**config.mk**
```make
export PLATFORM = sky130hd
export DESIGN_NAME = timer_capture_core_flat
export DESIGN_NICKNAME = d
export VERILOG_FILES = /design/src/rtl/timer_capture_core_if.sv /design/src/rtl/timer_capture_core.sv /design/src/flat_wrapper.sv
export SDC_FILE = /design/constraint.sdc
export NUM_CORES = 1
export LEC_CHECK = 0
export CAP_MARGIN = 25
export CORE_ASPECT_RATIO = 1.25
export CORE_UTILIZATION = 50
export DETAILED_ROUTE_END_ITERATION = 10
export PLACE_DENSITY = 0.78
export SYNTH_ARGS = -nofsm -noshare
export SYNTH_HDL_FRONTEND = slang
export SYNTH_SLANG_ARGS = --single-unit
```
**constraint.sdc**
```tcl
create_clock -name clk_i -period 3.5 [get_ports clk_i]
set_input_delay 0.7 -clock clk_i [delete_from_list [all_inputs] [get_ports clk_i]]
set_output_delay 0.7 -clock clk_i [all_outputs]
set_load 0.01 [all_outputs]
```
**src/rtl/timer_capture_core_if.sv**
```systemverilog
// Control/status bundle between the timer register file (master) and one input-capture channel (slave).
interface timer_capture_core_if #(
  parameter int CNT_WIDTH  = 32,
  parameter int PSCR_WIDTH = 20,
  parameter int FILT_WIDTH = 4
);
  logic                  en_i;
  logic                  mode_i;
  logic [1:0]            edge_i;
  logic [PSCR_WIDTH-1:0] pscr_i;
  logic [FILT_WIDTH-1:0] filt_i;
  logic                  capie_i;
  logic                  ovie_i;
  logic                  clr_i;
  logic                  capch_i;
  logic [CNT_WIDTH-1:0]  cnt_o;
  logic [CNT_WIDTH-1:0]  cap_o;
  logic                  capif_o;
  logic                  ovr_o;
  logic                  ovif_o;
  logic                  irq_o;

  modport master (
    output en_i, mode_i, edge_i, pscr_i, filt_i, capie_i, ovie_i, clr_i, capch_i,
    input  cnt_o, cap_o, capif_o, ovr_o, ovif_o, irq_o
  );

  modport slave (
    input  en_i, mode_i, edge_i, pscr_i, filt_i, capie_i, ovie_i, clr_i, capch_i,
    output cnt_o, cap_o, capif_o, ovr_o, ovif_o, irq_o
  );
endinterface

```
**src/rtl/timer_capture_core.sv**
```systemverilog
// Input-capture channel: sync -> optional glitch filter -> edge detect -> latch prescaled timebase.
// Define TIMER_CAPTURE_FILTER_EN to insert the N+1-cycle digital filter ahead of edge detect.
module timer_capture_core #(
  parameter int CNT_WIDTH  = 32,
  parameter int PSCR_WIDTH = 20,
  parameter int FILT_WIDTH = 4
) (
  input  logic                 clk_i,
  input  logic                 rst_n_i,
  timer_capture_core_if.slave  bus
);

  logic                  sync1_q, sync2_q, lvl_q, prev_q;
  logic                  lvl_d;
  logic [PSCR_WIDTH-1:0] div_q, div_d, plast;
  logic [CNT_WIDTH-1:0]  cnt_q, cnt_d, cap_q, cap_d;
  logic                  capif_q, capif_d, ovr_q, ovr_d, ovif_q, ovif_d;
  logic                  rise, fall, edge_hit, cap_evt, tick, wrap;

`ifdef TIMER_CAPTURE_FILTER_EN
  logic                  filt_q, filt_d;
  logic [FILT_WIDTH-1:0] run_q, run_d;

  // Level flips only after N+1 consecutive disagreeing samples; any agreement restarts the run.
  always_comb begin
    filt_d = filt_q;
    run_d  = '0;
    if (sync2_q != filt_q) begin
      if (run_q == bus.filt_i) filt_d = sync2_q;
      else                     run_d  = run_q + 1'b1;
    end
  end

  always_ff @(posedge clk_i or negedge rst_n_i) begin
    if (!rst_n_i) begin
      filt_q <= 1'b0;
      run_q  <= '0;
    end else begin
      filt_q <= filt_d;
      run_q  <= run_d;
    end
  end

  assign lvl_d = filt_q;
`else
  assign lvl_d = sync2_q;
`endif

  assign plast = (bus.pscr_i < PSCR_WIDTH'(2)) ? PSCR_WIDTH'(1) : bus.pscr_i - 1'b1;
  // >= so that shrinking the ratio below the current div ticks on the next cycle
  assign tick  = bus.en_i & (div_q >= plast);
  assign wrap  = tick & (&cnt_q);

  assign rise = lvl_q & ~prev_q;
  assign fall = ~lvl_q & prev_q;

  always_comb begin
    case (bus.edge_i)
      2'b01:   edge_hit = fall;
      2'b10:   edge_hit = rise | fall;
      default: edge_hit = rise;
    endcase
  end

  assign cap_evt = bus.en_i & edge_hit;

  always_comb begin
    div_d   = div_q;
    cnt_d   = cnt_q;
    cap_d   = cap_q;
    capif_d = capif_q;
    ovr_d   = ovr_q;
    ovif_d  = ovif_q;
    if (!bus.en_i) begin
      div_d = '0;
      cnt_d = '0;
    end else if (cap_evt && bus.mode_i) begin
      div_d = '0;
      cnt_d = '0;
    end else if (tick) begin
      div_d = '0;
      cnt_d = cnt_q + 1'b1;
    end else begin
      div_d = div_q + 1'b1;
    end
    // Clear first so a coincident capture or wrap wins.
    if (bus.clr_i) begin
      capif_d = 1'b0;
      ovr_d   = 1'b0;
      ovif_d  = 1'b0;
    end
    if (cap_evt) begin
      cap_d   = cnt_q;
      capif_d = 1'b1;
      if (capif_q) ovr_d = 1'b1;
    end
    if (wrap) ovif_d = 1'b1;
  end

  always_ff @(posedge clk_i or negedge rst_n_i) begin
    if (!rst_n_i) begin
      sync1_q <= 1'b0;
      sync2_q <= 1'b0;
      lvl_q   <= 1'b0;
      prev_q  <= 1'b0;
      div_q   <= '0;
      cnt_q   <= '0;
      cap_q   <= '0;
      capif_q <= 1'b0;
      ovr_q   <= 1'b0;
      ovif_q  <= 1'b0;
    end else begin
      sync1_q <= bus.capch_i;
      sync2_q <= sync1_q;
      lvl_q   <= lvl_d;
      prev_q  <= lvl_q;
      div_q   <= div_d;
      cnt_q   <= cnt_d;
      cap_q   <= cap_d;
      capif_q <= capif_d;
      ovr_q   <= ovr_d;
      ovif_q  <= ovif_d;
    end
  end

  assign bus.cnt_o   = cnt_q;
  assign bus.cap_o   = cap_q;
  assign bus.capif_o = capif_q;
  assign bus.ovr_o   = ovr_q;
  assign bus.ovif_o  = ovif_q;
  assign bus.irq_o   = (bus.capie_i & capif_q) | (bus.ovie_i & ovif_q);

endmodule

```
**src/flat_wrapper.sv**
```systemverilog
// flat-port wrapper written by rule: the top's interface ports become plain ports
module timer_capture_core_flat 
#(
  parameter int CNT_WIDTH  = 32,
  parameter int PSCR_WIDTH = 20,
  parameter int FILT_WIDTH = 4
)
  (clk_i, rst_n_i, bus_en_i, bus_mode_i, bus_edge_i, bus_pscr_i, bus_filt_i, bus_capie_i, bus_ovie_i, bus_clr_i, bus_capch_i, bus_cnt_o, bus_cap_o, bus_capif_o, bus_ovr_o, bus_ovif_o, bus_irq_o);
  timer_capture_core_if #(.CNT_WIDTH(CNT_WIDTH), .PSCR_WIDTH(PSCR_WIDTH), .FILT_WIDTH(FILT_WIDTH)) bus_i ();
  input  logic clk_i;
  input  logic rst_n_i;
  input wire logic [$bits(bus_i.en_i)-1:0] bus_en_i;
  input wire logic [$bits(bus_i.mode_i)-1:0] bus_mode_i;
  input wire logic [$bits(bus_i.edge_i)-1:0] bus_edge_i;
  input wire logic [$bits(bus_i.pscr_i)-1:0] bus_pscr_i;
  input wire logic [$bits(bus_i.filt_i)-1:0] bus_filt_i;
  input wire logic [$bits(bus_i.capie_i)-1:0] bus_capie_i;
  input wire logic [$bits(bus_i.ovie_i)-1:0] bus_ovie_i;
  input wire logic [$bits(bus_i.clr_i)-1:0] bus_clr_i;
  input wire logic [$bits(bus_i.capch_i)-1:0] bus_capch_i;
  output wire logic [$bits(bus_i.cnt_o)-1:0] bus_cnt_o;
  output wire logic [$bits(bus_i.cap_o)-1:0] bus_cap_o;
  output wire logic [$bits(bus_i.capif_o)-1:0] bus_capif_o;
  output wire logic [$bits(bus_i.ovr_o)-1:0] bus_ovr_o;
  output wire logic [$bits(bus_i.ovif_o)-1:0] bus_ovif_o;
  output wire logic [$bits(bus_i.irq_o)-1:0] bus_irq_o;
  assign bus_i.en_i = bus_en_i;
  assign bus_i.mode_i = bus_mode_i;
  assign bus_i.edge_i = bus_edge_i;
  assign bus_i.pscr_i = bus_pscr_i;
  assign bus_i.filt_i = bus_filt_i;
  assign bus_i.capie_i = bus_capie_i;
  assign bus_i.ovie_i = bus_ovie_i;
  assign bus_i.clr_i = bus_clr_i;
  assign bus_i.capch_i = bus_capch_i;
  assign bus_cnt_o = bus_i.cnt_o;
  assign bus_cap_o = bus_i.cap_o;
  assign bus_capif_o = bus_i.capif_o;
  assign bus_ovr_o = bus_i.ovr_o;
  assign bus_ovif_o = bus_i.ovif_o;
  assign bus_irq_o = bus_i.irq_o;
  timer_capture_core #(.CNT_WIDTH(CNT_WIDTH), .PSCR_WIDTH(PSCR_WIDTH), .FILT_WIDTH(FILT_WIDTH)) u_core (.clk_i(clk_i), .rst_n_i(rst_n_i), .bus(bus_i));
endmodule
```
# == After elaboration in Yosys (flattened, before gate mapping) ==
# Cells that the tools add are included.
# totals
out_inout_bits,68
regBits,91
inputBits,34
# classes
n_addsub,3
eq_ne,3
muxes,14
n_reduce_logical,4
n_bitwise,11
magnitude_cmp,2
# ops
cell,count
$mux 32,3
$mux 20,4
$add 32x1->32 const B,1
$reduce_and 32->1,1
$add 20x1->20 const B,1
$ge 20x20->1,1
$lt 20x2->1 const B,1
$sub 20x1->20 const B,1
$and 1x1->1,7
$mux 1,6
$reduce_bool 2->1,2
$ne 3x1->1 const B,1
$eq 2x1->1 const B,1
$eq 2x2->1 const B,1
$not 1->1,2
$or 1x1->1,2
$pmux 1 s2,1
$logic_and 1x1->1,1

# == Depth between registers and ports, before layout ==
# Gate-level depths: netlist of the first run.
# depth
depth_word,8
ltp_mapped,15

# == Worst setup path after synthesis of the first run ==
# No wires, ideal clock.
# synth_path
path_kind,input-to-reg
start,input port bus_pscr_i[7]
end,"register u_core.cnt_q[25], in the netlist u_core.bus.cnt_o[25]"
slack_ps,-756
t_arrival_ps,4177
path_buffers,1
path_stages,13
setup_time_ps,78
path_cell_list,or4_1 > nor4_2 > nand3_1 > nor4_1 > xor2_1 > nand2_1 > ha_1 > nand4_1 > or4_4 > o211a_4 > buf_6 > or4_1 > a21oi_1
# synth_via
elab_chain_len,5
# synth_lines
item,line_no,source
start: declaration,flat_wrapper.sv:15,input wire logic [$bits(bus_i.pscr_i)-1:0] bus_pscr_i;
$sub 20x1->20 or $lt 20x2->1 (tied branches),timer_capture_core.sv:49,assign plast = (bus.pscr_i < PSCR_WIDTH'(2)) ? PSCR_WIDTH'(1) : bus.pscr_i - 1'b1;
$mux 20 *,timer_capture_core.sv:49,
$ge 20x20->1 *,timer_capture_core.sv:51,assign tick = bus.en_i & (div_q >= plast);
$and 1x1->1 *,timer_capture_core.sv:51,
$ne 3x1->1 (no line) *,-,
end signal: assignment,timer_capture_core.sv:118,cnt_q <= cnt_d;
end: declaration,timer_capture_core.sv:16,"logic [CNT_WIDTH-1:0] cnt_q, cnt_d, cap_q, cap_d;"
# Mark *: on every way between the ends. The rest lies on a longest branch, timed or not.
# A chain may end at the register's enable or synchronous reset.

# == Worst setup path in the final report of the first run ==
# layout_path
start,input port bus_pscr_i[8]
end,"register u_core.cnt_q[10], in the netlist u_core.bus.cnt_o[10]"
# The elaborated chain is that of the path after synthesis.

==> impl_metrics.csv, run 1 <==
group,metric,value,unit
grt,grt_max_degree,69,
route,first_pass_iters,5,
clock_network,cts_tree,"built",
timing,worst_slew_pin_slew,1.099,ns
die,die_y,114.2,um
logic_synthesis,yosysUniqueCellTypes,41,
finish,area_growth,51.74,%
logic_synthesis,syn_nets,579,
worst_setup_path,cp_max_fo,7,
route,routed_wl,15410,um
placed_design,dpl.hpwl,9027,um
worst_setup_path,critPathLaunchType,"input port",
clock_network,clock_latency,0.35,ns
timing,rsz0062_at_grt,"yes",
finish,mostFrequentLayoutCell,"dfrtp_1",
timing,whs,0.2578,ns
timing,layout_setup_ws,-0.6634,ns
finish,final_cell_mix,"dfrtp_1, clkdlybuf4s50_1, buf_4",
logic_synthesis,syn_inst,518,
timing,slew_violations,0,
timing,relSlewSlack,26.57,%
logic_synthesis,syn_area,5032,sq um
clock_network,htreeDepth,3,
pwr,swShare,23.08,%
grt,overflow,0,
pwr,seq_power_share,46.4,%
clock_network,clk_path_buf_depth,2,
logic_synthesis,ys_seq_area_share,45.25,%
pwr,power_switching,0.0005323,W
placed_design,placed_area,6533,sq um
finish,drive_above_1_share,30.59,%
die,rows,40,
logic_synthesis,synth-edff-count,0,
timing,hold_viol_final,0,
pwr,p_leak,3.298,nW
worst_setup_path,timing_worst_setup_path_type,"input port to flip-flop",
die,start_util,51.83,%
finish,num_antenna_cells,0,
worst_setup_path,cp-end-kind,"flip-flop",
grt,grt_pass1_vias,5097,
run,maxCapViolCount,0,
die,coreArea,9709,sq um
clock_network,ctsHoldBuffers,0,
placed_design,io_buffers,97,
logic_synthesis,ys_ff_latch,91,
grt,grt.total_usage,29.38,%
route,ant_nets,0,
pwr,p_int,0.001774,W
logic_synthesis,avgSynthCellArea,9.715,sq um
logic_synthesis,ys_warn_count,0,
clock_network,cts_inserted_buffers,9,
worst_hold_path,hp-class,"input port to async pin",
grt,antenna_found_initial,0,
grt,grt_first_pass_wirelength,24250,um
status,outcome,"finished, violations left",
finish,fillers,603,
worst_setup_path,reg2reg_depth,6,
clock_network,cts_root_buf,"clkbuf_16",
timing,fmax,240.2,MHz
placed_design,place_congestion,0.8487,
logic_synthesis,async_flop_share,100.0,%
timing,period_minus_slack,4.163,ns
worst_setup_path,required,3.77,ns
finish,nets,749,
route,drc_errors,0,
status,violations,"setup timing",
timing,fin_crit_sh,119.0,%
timing,clock_skew,0.009921,ns
clock_network,path_clk_slew,0.06,ns
pwr,p_comb_share,10.3,%
clock_network,clkSinkCount,91,
die,die-width,91.73,um
route,vias_per_cell,5.999,
pwr,clock_power_share,43.4,%
route,vias,4913,
finish,fin_area,7636,sq um
logic_synthesis,ys.flop_type,"dfrtp_1",
placed_design,dp_slack,-1.329,ns
die,die_area,10470,sq um
timing,setup_viol,53,
worst_setup_path,crit_arrival,4.43,ns
die,ios,102,
pwr,powerDensity,302.1,nW/um^2
pwr,finalPower,0.002307,W
route,drt_iter0_markers,296,
pwr,max-vdd-ir-drop,0.3537,mV
route,wl_per_cell,18.82,um
-- synthesized netlist by cell type, types with 5 or more instances --
master,n,area [sq um]
dfrtp_1,91,2277
nand2_1,54,202.7
nor2_1,37,138.9
a21oi_1,33,165.2
mux2_2,30,337.8
ha_1,27,337.8
o21ai_0,25,125.1
nand3_1,23,115.1
xor2_1,23,201.4
inv_1,18,67.56
or3_1,17,106.4
clkbuf_1,16,60.06
nand4_1,16,100.1
and3_1,14,87.58
or4_1,14,105.1
nor3_1,12,60.06
o31ai_1,11,82.58
xnor2_1,11,96.34
and4_1,5,43.79
nor4_1,5,31.28
-- what timing repair did --
action,CTS,global route
gates resized for setup,90,44
buffers inserted,22,3
pin swaps,68,38
cloned,10,0
setup endpoints to repair,53,53
-- through the flow --
stage | TNS, ns | cells | utilization [%]
after CTS | -22.65 | 816 | 76.20
after floorplan | -19.42 | 518 | -
after global placement | -57.13 | 768 | 67.00
after global routing | -30.42 | 819 | 78.65
after detailed placement | -64.65 | 769 | 67.28
final | -26.42 | 819 | 78.65
-- layout make-up --
| class | count | area (sq um) | area share (%) |
|---|---|---|---|
| Inverter | 18 | 67.56 | 0.8848 |
| Clock buffer | 12 | 266.5 | 3.490 |
| Timing Repair Buffer | 170 | 1604 | 21.01 |
| Multi-Input combinational cell | 398 | 3216 | 42.11 |
| Clock inverter | 4 | 47.55 | 0.6226 |
| Sequential cell | 91 | 2277 | 29.82 |
| Tap cell | 126 | 157.7 | 2.065 |
-- per-layer routing --
layer | part of all wire, % | wire [um] | GRT usage (%)
met1 | 38 | 5878 | 32.64
met2 | 52 | 8041 | 53.13
met3 | 5.3 | 819 | 5.378
met4 | 4.4 | 672 | 16.15
met5 | 0 | 0 | 0
-- worst max-delay path, cell delays in order --
cell,delay (ns)
buf_6,0.09
or4_4,0.55
nor4_4,0.23
buf_4,0.19
nand3_4,0.10
nor4_4,0.17
xor2_1,0.19
nand2_1,0.12
ha_4,0.28
nand4_1,0.15
or4_4,0.64
o211a_4,0.34
or4_1,0.52
a21oi_1,0.16
-- state kept, by name (all words and copies together), names as in the netlist --
name / flops
u_core.bus.capif_o: 1
u_core.lvl_d: 1
u_core.prev_q: 1
u_core.lvl_q: 1
u_core.div_q: 20
u_core.bus.cap_o: 32
u_core.bus.cnt_o: 32
u_core.sync1_q: 1
u_core.bus.ovif_o: 1
u_core.bus.ovr_o: 1
-- kinds of logic after synthesis --
| kind of cell | after synthesis | synth area share [%] |
|---|---|---|
| and+or+nand+nor | 212 | 22.03 |
| buffers and inverters | 37 | 2.959 |
| muxes | 32 | 7.111 |
| AOI/OAI and AO/OA | 85 | 10.02 |
| adders and majority gates | 27 | 6.713 |
| DFF | 91 | 45.25 |
| xor gates and xnor gates | 34 | 5.917 |
-- power groups by stage --
stage	Combinational, W	Sequential (W)	Clock [W]
6_report	0.000237	0.00107	0.00100
5_1_grt	0.000258	0.00107	0.00105
4_1_cts	0.000220	0.00107	0.00100
3_5_place_dp	0.000198	0.00109	0
3_3_place_gp	0.000187	0.00109	0
2_1_floorplan	0.0000796	0.00109	0
-- path summary, 6_finish.rpt --
kind	slack [ns]	start	end
min in group clk_i	0.36	u_core.sync1_q	u_core.lvl_d
hold / removal	0.26	rst_n_i	u_core.bus.cap_o[13]
setup / recovery	-0.66	bus_pscr_i[8]	u_core.bus.cnt_o[10]
setup reg to reg	0.88	u_core.div_q[17]	u_core.bus.cnt_o[10]
hold reg to reg	0.36	u_core.sync1_q	u_core.lvl_d
max in group asynchronous	2.60	rst_n_i	u_core.bus.cap_o[6]
No activity file was read; power rests on OpenSTA's default activity.
==> run 2, diff against run 1 <==
--- a/config.mk
+++ b/config.mk
@@ -7,9 +7,9 @@
 export LEC_CHECK = 0
 export CAP_MARGIN = 25
 export CORE_ASPECT_RATIO = 1.25
-export CORE_UTILIZATION = 50
+export CORE_UTILIZATION = 55
 export DETAILED_ROUTE_END_ITERATION = 10
-export PLACE_DENSITY = 0.78
+export PLACE_DENSITY = 0.85
 export SYNTH_ARGS = -nofsm -noshare
 export SYNTH_HDL_FRONTEND = slang
 export SYNTH_SLANG_ARGS = --single-unit
==> constraint.sdc (replaced) <==
create_clock -name clk_i -period 5.15 [get_ports clk_i]
set_input_delay 1.03 -clock clk_i [delete_from_list [all_inputs] [get_ports clk_i]]
set_output_delay 1.03 -clock clk_i [all_outputs]
set_load 0.01 [all_outputs]
==> impl_metrics.csv, run 2 (synthesis results as in run 1) <==
group,metric,value,unit
worst_hold_path,hold-path-endpoint,"u_core.lvl_d",
die,ios,102,
finish,drive_above_1_share,10.35,%
pwr,p_leak,2.799,nW
worst_setup_path,crit_chain,"clkdlybuf4s50_1 > or4_1 > nor4_2 > nand3_1 > nor4_1 > xor2_1 > nand2_1 > ha_1 > nand4_1 > or4_4 > o211a_4 > buf_4 > or3_1 > a21oi_1",
die,rows,38,
clock_network,htreeDepth,3,
clock_network,clk_path_buf_depth,2,
die,start_util,57.21,%
timing,layout_setup_ws,0.2761,ns
run,maxCapViolCount,0,
timing,slew_violations,0,
grt,antenna_found_initial,0,
route,routed_wl,12380,um
worst_setup_path,r2r-end,"u_core.bus.cnt_o[1]",
placed_design,dp_slack,-0.07256,ns
worst_setup_path,cp_max_fo,37,
die,die-width,87.56,um
worst_setup_path,cp-end-kind,"flip-flop",
pwr,powerDensity,196.3,nW/um^2
route,wl_per_cell,16.55,um
clock_network,ctsHoldBuffers,0,
route,ant_nets,0,
route,vias,4416,
clock_network,cts_tree,"built",
route,vias_per_cell,5.904,
die,coreArea,8796,sq um
worst_setup_path,cpMaxStageDelayCell,"or4_4",
worst_setup_path,critPathBufInv,2,
placed_design,io_buffers,97,
clock_network,cts_resized,0,
worst_hold_path,holdPathStages,0,
timing,period_minus_slack,4.874,ns
route,drc_errors,0,
worst_setup_path,reg2reg_depth,8,
finish,final_cells,748,
die,die_area,9539,sq um
grt,grt_pass1_vias,4562,
worst_setup_path,slowest_delay,0.60,ns
timing,hold_viol_final,0,
finish,nets,687,
timing,rsz0062_at_grt,"no",
status,outcome,"finished clean",
clock_network,cts_root_buf,"clkbuf_8",
finish,num_antenna_cells,0,
timing,fin_crit_sh,94.64,%
grt,grt_first_pass_wirelength,20600,um
worst_setup_path,reg2reg_slack,2.37,ns
worst_setup_path,crit_arrival,5.16,ns
finish,fin_area,6401,sq um
finish,mostFrequentLayoutCell,"clkdlybuf4s50_1",
worst_setup_path,required,5.44,ns
pwr,max-vdd-ir-drop,0.2148,mV
worst_hold_path,hold_path.startpoint,"u_core.sync1_q",
grt,grt_max_degree,72,
die,die_y,108.9,um
timing,worst_slew_pin_slew,0.6340,ns
worst_setup_path,r2r-start,"u_core.div_q[2]",
worst_setup_path,timing_worst_setup_path_type,"input port to flip-flop",
finish,area_growth,27.20,%
route,first_pass_iters,4,
worst_setup_path,critPathLaunchType,"input port",
timing,fmax,205.2,MHz
clock_network,clock_latency,0.36,ns
placed_design,place_congestion,0.8664,
clock_network,post_cts_buffers,0,
grt,overflow,0,
route,drt_iter0_markers,204,
timing,clock_skew,0.006354,ns
placed_design,placed_area,6225,sq um
worst_hold_path,hp-class,"flip-flop to flip-flop",
clock_network,cts_inserted_buffers,9,
finish,final_cell_mix,"clkdlybuf4s50_1, dfrtp_1, nand2_1",
timing,tns,0,ns
grt,grt.total_usage,28.06,%
timing,relSlewSlack,57.35,%
clock_network,path_clk_slew,0.08,ns
timing,setup_viol,0,
placed_design,placedCellCount,734,
clock_network,clkSinkCount,91,
placed_design,dpl.hpwl,8949,um
worst_setup_path,critPathTopFamily,"simple AND/OR/NAND/NOR gates",
[run 2: layout make-up]
class / instances / area [sq um]
Clock buffer: 13 / 148.9
Fill cell: 619 / 2395
Inverter: 18 / 67.56
Multi-Input combinational cell: 390 / 2606
Sequential cell: 91 / 2277
Tap cell: 120 / 150.1
Timing Repair Buffer: 116 / 1151
[run 2: layer usage]
metal,GRT usage [%],wire length (um)
met1,30.86,4908
met2,50.39,6539
met3,8.024,721
met4,11.48,213
met5,0,0
[run 2: worst max-delay path by stage]
| stage | start | endpoint | slack (ns) | cells after the start |
|---|---|---|---|---|
| 2_1_floorplan | bus_pscr_i[7] | u_core.bus.cnt_o[25] | 0.56 | 13 |
| 3_3_place_gp | bus_pscr_i[7] | u_core.bus.cnt_o[5] | 0.02 | 15 |
| 3_5_place_dp | bus_pscr_i[7] | u_core.bus.cnt_o[5] | -0.07 | 15 |
| 4_1_cts | bus_pscr_i[7] | u_core.bus.cnt_o[5] | 0.29 | 15 |
| 5_1_grt | bus_pscr_i[7] | u_core.bus.cnt_o[23] | 0.05 | 15 |
| 6_report | bus_pscr_i[7] | u_core.bus.cnt_o[5] | 0.28 | 14 |
[run 2: per-stage QoR]
step                      hold WS, ns  utilization (%)  power (W)
after floorplan                0.3312                -  0.0007892
after global placement         0.3335            70.46  0.0008493
after detailed placement       0.3433            70.77  0.0008586
after CTS                      0.3666            72.46   0.001266
after global routing           0.3675            72.77   0.001306
final                          0.3605            72.77   0.001257
[run 2: where the power goes]
part	switching [W]	total [W]	internal [W]
combinational	0.0000672	0.000123	0.0000554
sequential	0.00000618	0.000725	0.000719
clock	0.000227	0.000409	0.000182
